`src/rtl/arqui_stim_gen_if.sv`:
```
// -----------------------------------------------------------------------------
// arqui_stim_gen_if
//   Bundles the stimulus generator's bench-facing signals: the run control
//   (start/done/timeout/sent_cnt), the two push channels toward the DUT input
//   FIFOs, and the pop strobes plus empty flags for the DUT output FIFOs.
//
//   master : the stimulus generator (drives push/data/pop/status)
//   slave  : the bench or DUT side (drives start, pause, empty flags)
//
//   start      run request
//   pause      DUT backpressure, 1 = stop pushing
//   empty_0/1  DUT output FIFO empty flags
//   push_0/1   push strobes, channel 0/1
//   data_out0/1  word for channel 0/1, valid with its push strobe
//   pop_0/1    pop strobes, output FIFO 0/1
//   sent_cnt   words pushed in the current run
//   done       run complete, held until the next start
//   timeout    drain ended by timeout, sticky until start or reset
// -----------------------------------------------------------------------------
interface arqui_stim_gen_if #(
    parameter int DATA_WIDTH = 4
);
    logic                  start;
    logic                  pause;
    logic                  empty_0;
    logic                  empty_1;
    logic                  push_0;
    logic                  push_1;
    logic [DATA_WIDTH-1:0] data_out0;
    logic [DATA_WIDTH-1:0] data_out1;
    logic                  pop_0;
    logic                  pop_1;
    logic [7:0]            sent_cnt;
    logic                  done;
    logic                  timeout;

    modport master (
        input  start, pause, empty_0, empty_1,
        output push_0, push_1, data_out0, data_out1,
        output pop_0, pop_1, sent_cnt, done, timeout
    );

    modport slave (
        output start, pause, empty_0, empty_1,
        input  push_0, push_1, data_out0, data_out1,
        input  pop_0, pop_1, sent_cnt, done, timeout
    );
endinterface

```
`src/rtl/arqui_stim_gen.sv`:
```
// -----------------------------------------------------------------------------
// arqui_stim_gen
//   Stimulus generator for the arquitectura bench. Pushes NUM_WORDS words from
//   an 8-bit Fibonacci LFSR alternately into DUT input channels 0 and 1,
//   honouring the DUT pause flag, then drains both DUT output FIFOs with pop
//   strobes until they stay empty (or DRAIN_TIMEOUT expires) and raises done.
//
//   clk      rising-edge clock
//   reset_L  synchronous reset, active-low
//   bus      arqui_stim_gen_if.master (see interface header for signal list)
//
//   Every output is a register; pops therefore reflect the empty flags seen
//   at the previous edge.
// -----------------------------------------------------------------------------
module arqui_stim_gen #(
    parameter int          DATA_WIDTH    = 4,
    parameter int          NUM_WORDS     = 16,
    parameter logic [7:0]  SEED          = 8'hB5,
    parameter int          DRAIN_TIMEOUT = 64
) (
    input  logic             clk,
    input  logic             reset_L,
    arqui_stim_gen_if.master bus
);

    // An all-zero seed would lock the LFSR at zero.
    localparam logic [7:0] SEED_EFF = (SEED == 8'h00) ? 8'h01 : SEED;
    localparam logic [7:0] LAST_CNT = 8'(NUM_WORDS - 1);
    localparam int         DCW      = (DRAIN_TIMEOUT > 2) ? $clog2(DRAIN_TIMEOUT) : 1;
    localparam logic [DCW-1:0] DRAIN_LAST = DCW'(DRAIN_TIMEOUT - 1);

    typedef enum logic [2:0] {
        IDLE  = 3'd0,
        SEND  = 3'd1,
        HOLD  = 3'd2,
        DRAIN = 3'd3,
        DONE  = 3'd4
    } state_t;

    state_t         state;
    logic [7:0]     lfsr;
    logic [DCW-1:0] drain_cnt;
    logic           both_empty_q;  // both FIFOs were empty at the previous DRAIN edge
    logic           both_empty;

    assign both_empty = bus.empty_0 & bus.empty_1;

    // Taps x^8+x^6+x^5+x^4+1, shifting toward the MSB.
    function automatic logic [7:0] lfsr_next(input logic [7:0] cur);
        return {cur[6:0], cur[7] ^ cur[5] ^ cur[4] ^ cur[3]};
    endfunction

    // NOTE: all state lives in this one clocked block and is written with <=,
    // so every branch sees the pre-edge values of sent_cnt, lfsr and drain_cnt.
    always_ff @(posedge clk) begin
        if (!reset_L) begin
            state         <= IDLE;
            lfsr          <= SEED_EFF;
            drain_cnt     <= '0;
            both_empty_q  <= 1'b0;
            bus.push_0    <= 1'b0;
            bus.push_1    <= 1'b0;
            bus.data_out0 <= '0;
            bus.data_out1 <= '0;
            bus.pop_0     <= 1'b0;
            bus.pop_1     <= 1'b0;
            bus.sent_cnt  <= 8'd0;
            bus.done      <= 1'b0;
            bus.timeout   <= 1'b0;
        end else begin
            // Strobes are single-cycle unless re-asserted below.
            bus.push_0 <= 1'b0;
            bus.push_1 <= 1'b0;
            bus.pop_0  <= 1'b0;
            bus.pop_1  <= 1'b0;

            case (state)
                IDLE, DONE: begin
                    if (bus.start) begin
                        state        <= SEND;
                        bus.sent_cnt <= 8'd0;
                        bus.timeout  <= 1'b0;
                        bus.done     <= 1'b0;
                        lfsr         <= SEED_EFF;
                    end
                end

                // HOLD differs from SEND only in that it was entered by pause;
                // a low pause in either state emits the next word on this edge.
                SEND, HOLD: begin
                    if (bus.pause) begin
                        state <= HOLD;
                    end else begin
                        // NOTE: the idle channel's data bus is deliberately not
                        // assigned, so it keeps its last word.
                        if (!bus.sent_cnt[0]) begin
                            bus.push_0    <= 1'b1;
                            bus.data_out0 <= lfsr[DATA_WIDTH-1:0];
                        end else begin
                            bus.push_1    <= 1'b1;
                            bus.data_out1 <= lfsr[DATA_WIDTH-1:0];
                        end
                        lfsr         <= lfsr_next(lfsr);
                        bus.sent_cnt <= bus.sent_cnt + 8'd1;
                        if (bus.sent_cnt == LAST_CNT) begin
                            state        <= DRAIN;
                            drain_cnt    <= '0;
                            both_empty_q <= 1'b0;
                        end else begin
                            state <= SEND;
                        end
                    end
                end

                DRAIN: begin
                    drain_cnt    <= drain_cnt + 1'b1;
                    both_empty_q <= both_empty;
                    // Normal exit is checked first so it wins a tie with timeout.
                    if (both_empty && both_empty_q) begin
                        state    <= DONE;
                        bus.done <= 1'b1;
                    end else if (drain_cnt == DRAIN_LAST) begin
                        state       <= DONE;
                        bus.done    <= 1'b1;
                        bus.timeout <= 1'b1;
                    end else begin
                        bus.pop_0 <= ~bus.empty_0;
                        bus.pop_1 <= ~bus.empty_1;
                    end
                end

                default: state <= IDLE;
            endcase
        end
    end

endmodule
```
`src/flat_wrapper.sv`:
```
// flat-port wrapper written by rule: the top's interface ports become plain ports
module arqui_stim_gen_flat 
#(
    parameter int          DATA_WIDTH    = 4,
    parameter int          NUM_WORDS     = 16,
    parameter logic [7:0]  SEED          = 8'hB5,
    parameter int          DRAIN_TIMEOUT = 64
)
  (clk, reset_L, bus_start, bus_pause, bus_empty_0, bus_empty_1, bus_push_0, bus_push_1, bus_data_out0, bus_data_out1, bus_pop_0, bus_pop_1, bus_sent_cnt, bus_done, bus_timeout);
  arqui_stim_gen_if #(.DATA_WIDTH(DATA_WIDTH)) bus_i ();
  input  logic clk;
  input  logic reset_L;
  input wire logic [$bits(bus_i.start)-1:0] bus_start;
  input wire logic [$bits(bus_i.pause)-1:0] bus_pause;
  input wire logic [$bits(bus_i.empty_0)-1:0] bus_empty_0;
  input wire logic [$bits(bus_i.empty_1)-1:0] bus_empty_1;
  output wire logic [$bits(bus_i.push_0)-1:0] bus_push_0;
  output wire logic [$bits(bus_i.push_1)-1:0] bus_push_1;
  output wire logic [$bits(bus_i.data_out0)-1:0] bus_data_out0;
  output wire logic [$bits(bus_i.data_out1)-1:0] bus_data_out1;
  output wire logic [$bits(bus_i.pop_0)-1:0] bus_pop_0;
  output wire logic [$bits(bus_i.pop_1)-1:0] bus_pop_1;
  output wire logic [$bits(bus_i.sent_cnt)-1:0] bus_sent_cnt;
  output wire logic [$bits(bus_i.done)-1:0] bus_done;
  output wire logic [$bits(bus_i.timeout)-1:0] bus_timeout;
  assign bus_i.start = bus_start;
  assign bus_i.pause = bus_pause;
  assign bus_i.empty_0 = bus_empty_0;
  assign bus_i.empty_1 = bus_empty_1;
  assign bus_push_0 = bus_i.push_0;
  assign bus_push_1 = bus_i.push_1;
  assign bus_data_out0 = bus_i.data_out0;
  assign bus_data_out1 = bus_i.data_out1;
  assign bus_pop_0 = bus_i.pop_0;
  assign bus_pop_1 = bus_i.pop_1;
  assign bus_sent_cnt = bus_i.sent_cnt;
  assign bus_done = bus_i.done;
  assign bus_timeout = bus_i.timeout;
  arqui_stim_gen #(.DATA_WIDTH(DATA_WIDTH), .NUM_WORDS(NUM_WORDS), .SEED(SEED), .DRAIN_TIMEOUT(DRAIN_TIMEOUT)) u_core (.clk(clk), .reset_L(reset_L), .bus(bus_i));
endmodule
```
`config.mk`:
```
export PLATFORM = sky130hd
export DESIGN_NAME = arqui_stim_gen_flat
export DESIGN_NICKNAME = d
export VERILOG_FILES = /design/src/rtl/arqui_stim_gen_if.sv /design/src/rtl/arqui_stim_gen.sv /design/src/flat_wrapper.sv
export SDC_FILE = /design/constraint.sdc
export NUM_CORES = 1
export LEC_CHECK = 0
export ABC_AREA = 1
export CAP_MARGIN = 20
export CORE_MARGIN = 3
export CORE_UTILIZATION = 48
export DETAILED_ROUTE_END_ITERATION = 8
export PLACE_DENSITY = 0.75
export RECOVER_POWER = 25
export SYNTH_ARGS = -nofsm -noshare
export SYNTH_HDL_FRONTEND = slang
export SYNTH_SLANG_ARGS = --single-unit
```
`constraint.sdc`:
```
create_clock -name clk -period 1.27 [get_ports clk]
set_clock_uncertainty 0.05 [all_clocks]
set_input_delay 0.1905 -clock clk [delete_from_list [all_inputs] [get_ports clk]]
set_output_delay 0.1905 -clock clk [all_outputs]
set_load 0.02 [all_outputs]
```
==> impl_metrics.ini <==
[detailed_routing]
drtAntennaViolNets = 0
post_drt_wl_per_cell_um = 12.5
dr.pass1.iters = 4
vias = 1804
first_iter_violations = 147
routed_via_density = 5.07
drc_errors = 0
wl_um = 4440

[setup_path]
cp_max_fo = 4
critPathRequiredTime_ps = 1450
cp_data_arrival_time_ps = 1520
cp-start-kind = flop
slowest_stage = dfxtp_4
cp-end-kind = flop
critical_path_class = flop to flop
path_cells = inv_4 -> nand2_4 -> nand4_1 -> nor2_4 -> buf_6 -> o21ai_2 -> nor2_1
slowest_delay_ps = 400

[pwr]
p_leak_nw = 1.15
design_power_total_w = 0.00293
power_density_nw_per_um2 = 1120
max-vdd-ir-drop_mv = 0.670

[clock_network]
cts_tree = built
numCtsBuffers = 5
clk_latency_ps = 290
clock-sinks = 40
cts-root-buf = clkbuf_8
htree_num_levels = 2
path_clk_slew_ps = 80
cts.hold.buffers_added = 0
cts_buffer_depth = 2

[cells_and_area]
fillers = 258
drive_gt1_share_pct = 30.3
multiInputGateArea_um2 = 1020
num_antenna_cells = 0
layout_common_cells = nand2_1 (50), nor2_1 (38), dfxtp_1 (34)
regArea_um2 = 818
layout_commonest_cell = nand2_1
area_growth_syn_to_layout_pct = 43.1
fin_nets = 317
final_cells = 356

[sta]
drv_slew = 0
tightestPinTransition_ps = 253
rsz0062_at_grt = yes
finalSetupViolations = 15
fin_setup_tns_ps = -625
fin_crit_sh_pct = 106
final-hold-violation-count = 0
min_period_ps = 1340
fmax_mhz = 746
setup_ws_ps = -69.9
relSlewSlack_pct = 83.1

[synthesis]
ys_seq_elements = 40
synth_area_um2 = 1840
synthArstFlopShare_pct = 0
synth_top_area_share_pct = 43.6
syn_avg_cell_area_um2 = 7.52
synth_fp_nets = 252
synth_flop_cell = dfxtp_1
synth_edf_count = 0
synthDistinctLibCells = 31
yosysTopAreaCell = dfxtp_1
seq_area_frac_synth_pct = 43.6
synth.area.top_cells = dfxtp_1 (44%), nand2_1 (10%), nor2_1 (8.6%)
syn_inst = 244
ys_warn_count = 0

[global_routing]
grt_max_degree = 16
grt_pass1_wl_um = 7300
grt-ovfl-total = 0
antenna_found_initial = 0
grt.total_usage_pct = 20.7
grt_pass1_vias = 1725

[die]
coreArea_um2 = 3490
io_pins = 28
die_area_um2 = 4600
rows = 21
die_y_um = 67.8
die_x_um = 67.8
start_util_pct = 52.5

[min_path]
hold_path_class = flop to flop

[placed_design]
dp.cells = 341
dp_hpwl_um = 3110
dp_slack_ps = -296
globalplace.congestion = 0.865
io_buffer_count = 27

[status]
violations = setup timing
status = finished, violations left

[run]
maxCapViolations = 0
-- per-stage QoR --
step	area (um2)	hold WS, ps	utilization, %
2_1_floorplan	1860	213	-
6_report	2630	414	75.2
4_1_cts	2530	416	72.4
3_3_place_gp	2380	397	68.1
5_1_grt	2630	440	75.2
3_5_place_dp	2380	407	68.1
-- synthesized netlist by cell type, types with 3 or more instances --
library cell	n
nand2_1	51
nor2_1	42
dfxtp_1	40
a21oi_1	20
nand3_1	15
inv_1	14
o21ai_0	13
inv_2	4
nand4_1	4
xor2_1	4
buf_6	3
clkbuf_1	3
nand2_2	3
-- report_power, final --
| part | leakage (nW) | switching (W) | internal [W] |
|---|---|---|---|
| clock network | 0.0479 | 0.000457 | 0.000383 |
| registers | 0.329 | 0.0000787 | 0.00133 |
| logic | 0.771 | 0.000367 | 0.000313 |
-- worst paths after layout --
kind / startpoint / to / slack [ps] / cells after the start
worst max-delay path: u_core.state[0]$_SDFFE_PN0P_ / u_core.bus.data_out1[1]$_SDFFE_PN0P_ / -70 / 7
worst min-delay path: u_core.bus.done$_SDFFE_PN0P_ / u_core.bus.done$_SDFFE_PN0P_ / 410 / 2
worst max register to register: u_core.state[0]$_SDFFE_PN0P_ / u_core.bus.data_out1[1]$_SDFFE_PN0P_ / -70 / 7
worst min register to register: u_core.bus.done$_SDFFE_PN0P_ / u_core.bus.done$_SDFFE_PN0P_ / 410 / 2
-- final cells by class --
class	instances	area share, %
Multi-Input combinational cell	179	39.0
Sequential cell	40	31.2
Timing Repair Buffer	64	21.4
Inverter	19	2.91
Clock buffer	5	2.62
Tap cell	46	2.19
Clock inverter	3	0.715
-- kinds of logic (layout without fill, tap and decap cells) --
kind of cell               after synthesis  in the layout  share of synthesized area, %
xor gates and xnor gates                 6              6                          2.86
AOI/OAI and AO/OA                       41             41                          12.2
and+or+nand+nor                        130            130                          33.6
DFF                                     40             40                          43.6
adders and majority gates                2              2                          1.36
buffers and inverters                   25             91                          6.34
-- worst max-delay path: cells and delay by family, from the launching register on --
kind / cells / cell delay, ps
compound gates: 1 / 40
buf+inv: 2 / 180
flops: 1 / 400
simple gates: 4 / 610
-- sequential cells by signal, indices dropped and copies added (netlist names), 3 cells and up --
signal	cells
u_core.bus.data_out0	4
u_core.bus.data_out1	4
u_core.bus.sent_cnt	8
u_core.drain_cnt	6
u_core.lfsr	8
u_core.state	3
-- metal layers --
layer	GRT usage (%)	wire [um]	share of wire, %	vias up
met4	6.70	52	1.2	0
met5	0	0	0	-
met2	35.8	2220	50	32
li1	-	-	-	928
met3	4.60	146	3.3	7
met1	25.6	2020	46	837
-- what timing repair did --
item                       CTS  global route
gates resized for setup     42            34
pin swaps                    6             8
setup endpoints to repair   58            42
setup buffers                4             3
No activity file was read; power rests on OpenSTA's default activity.
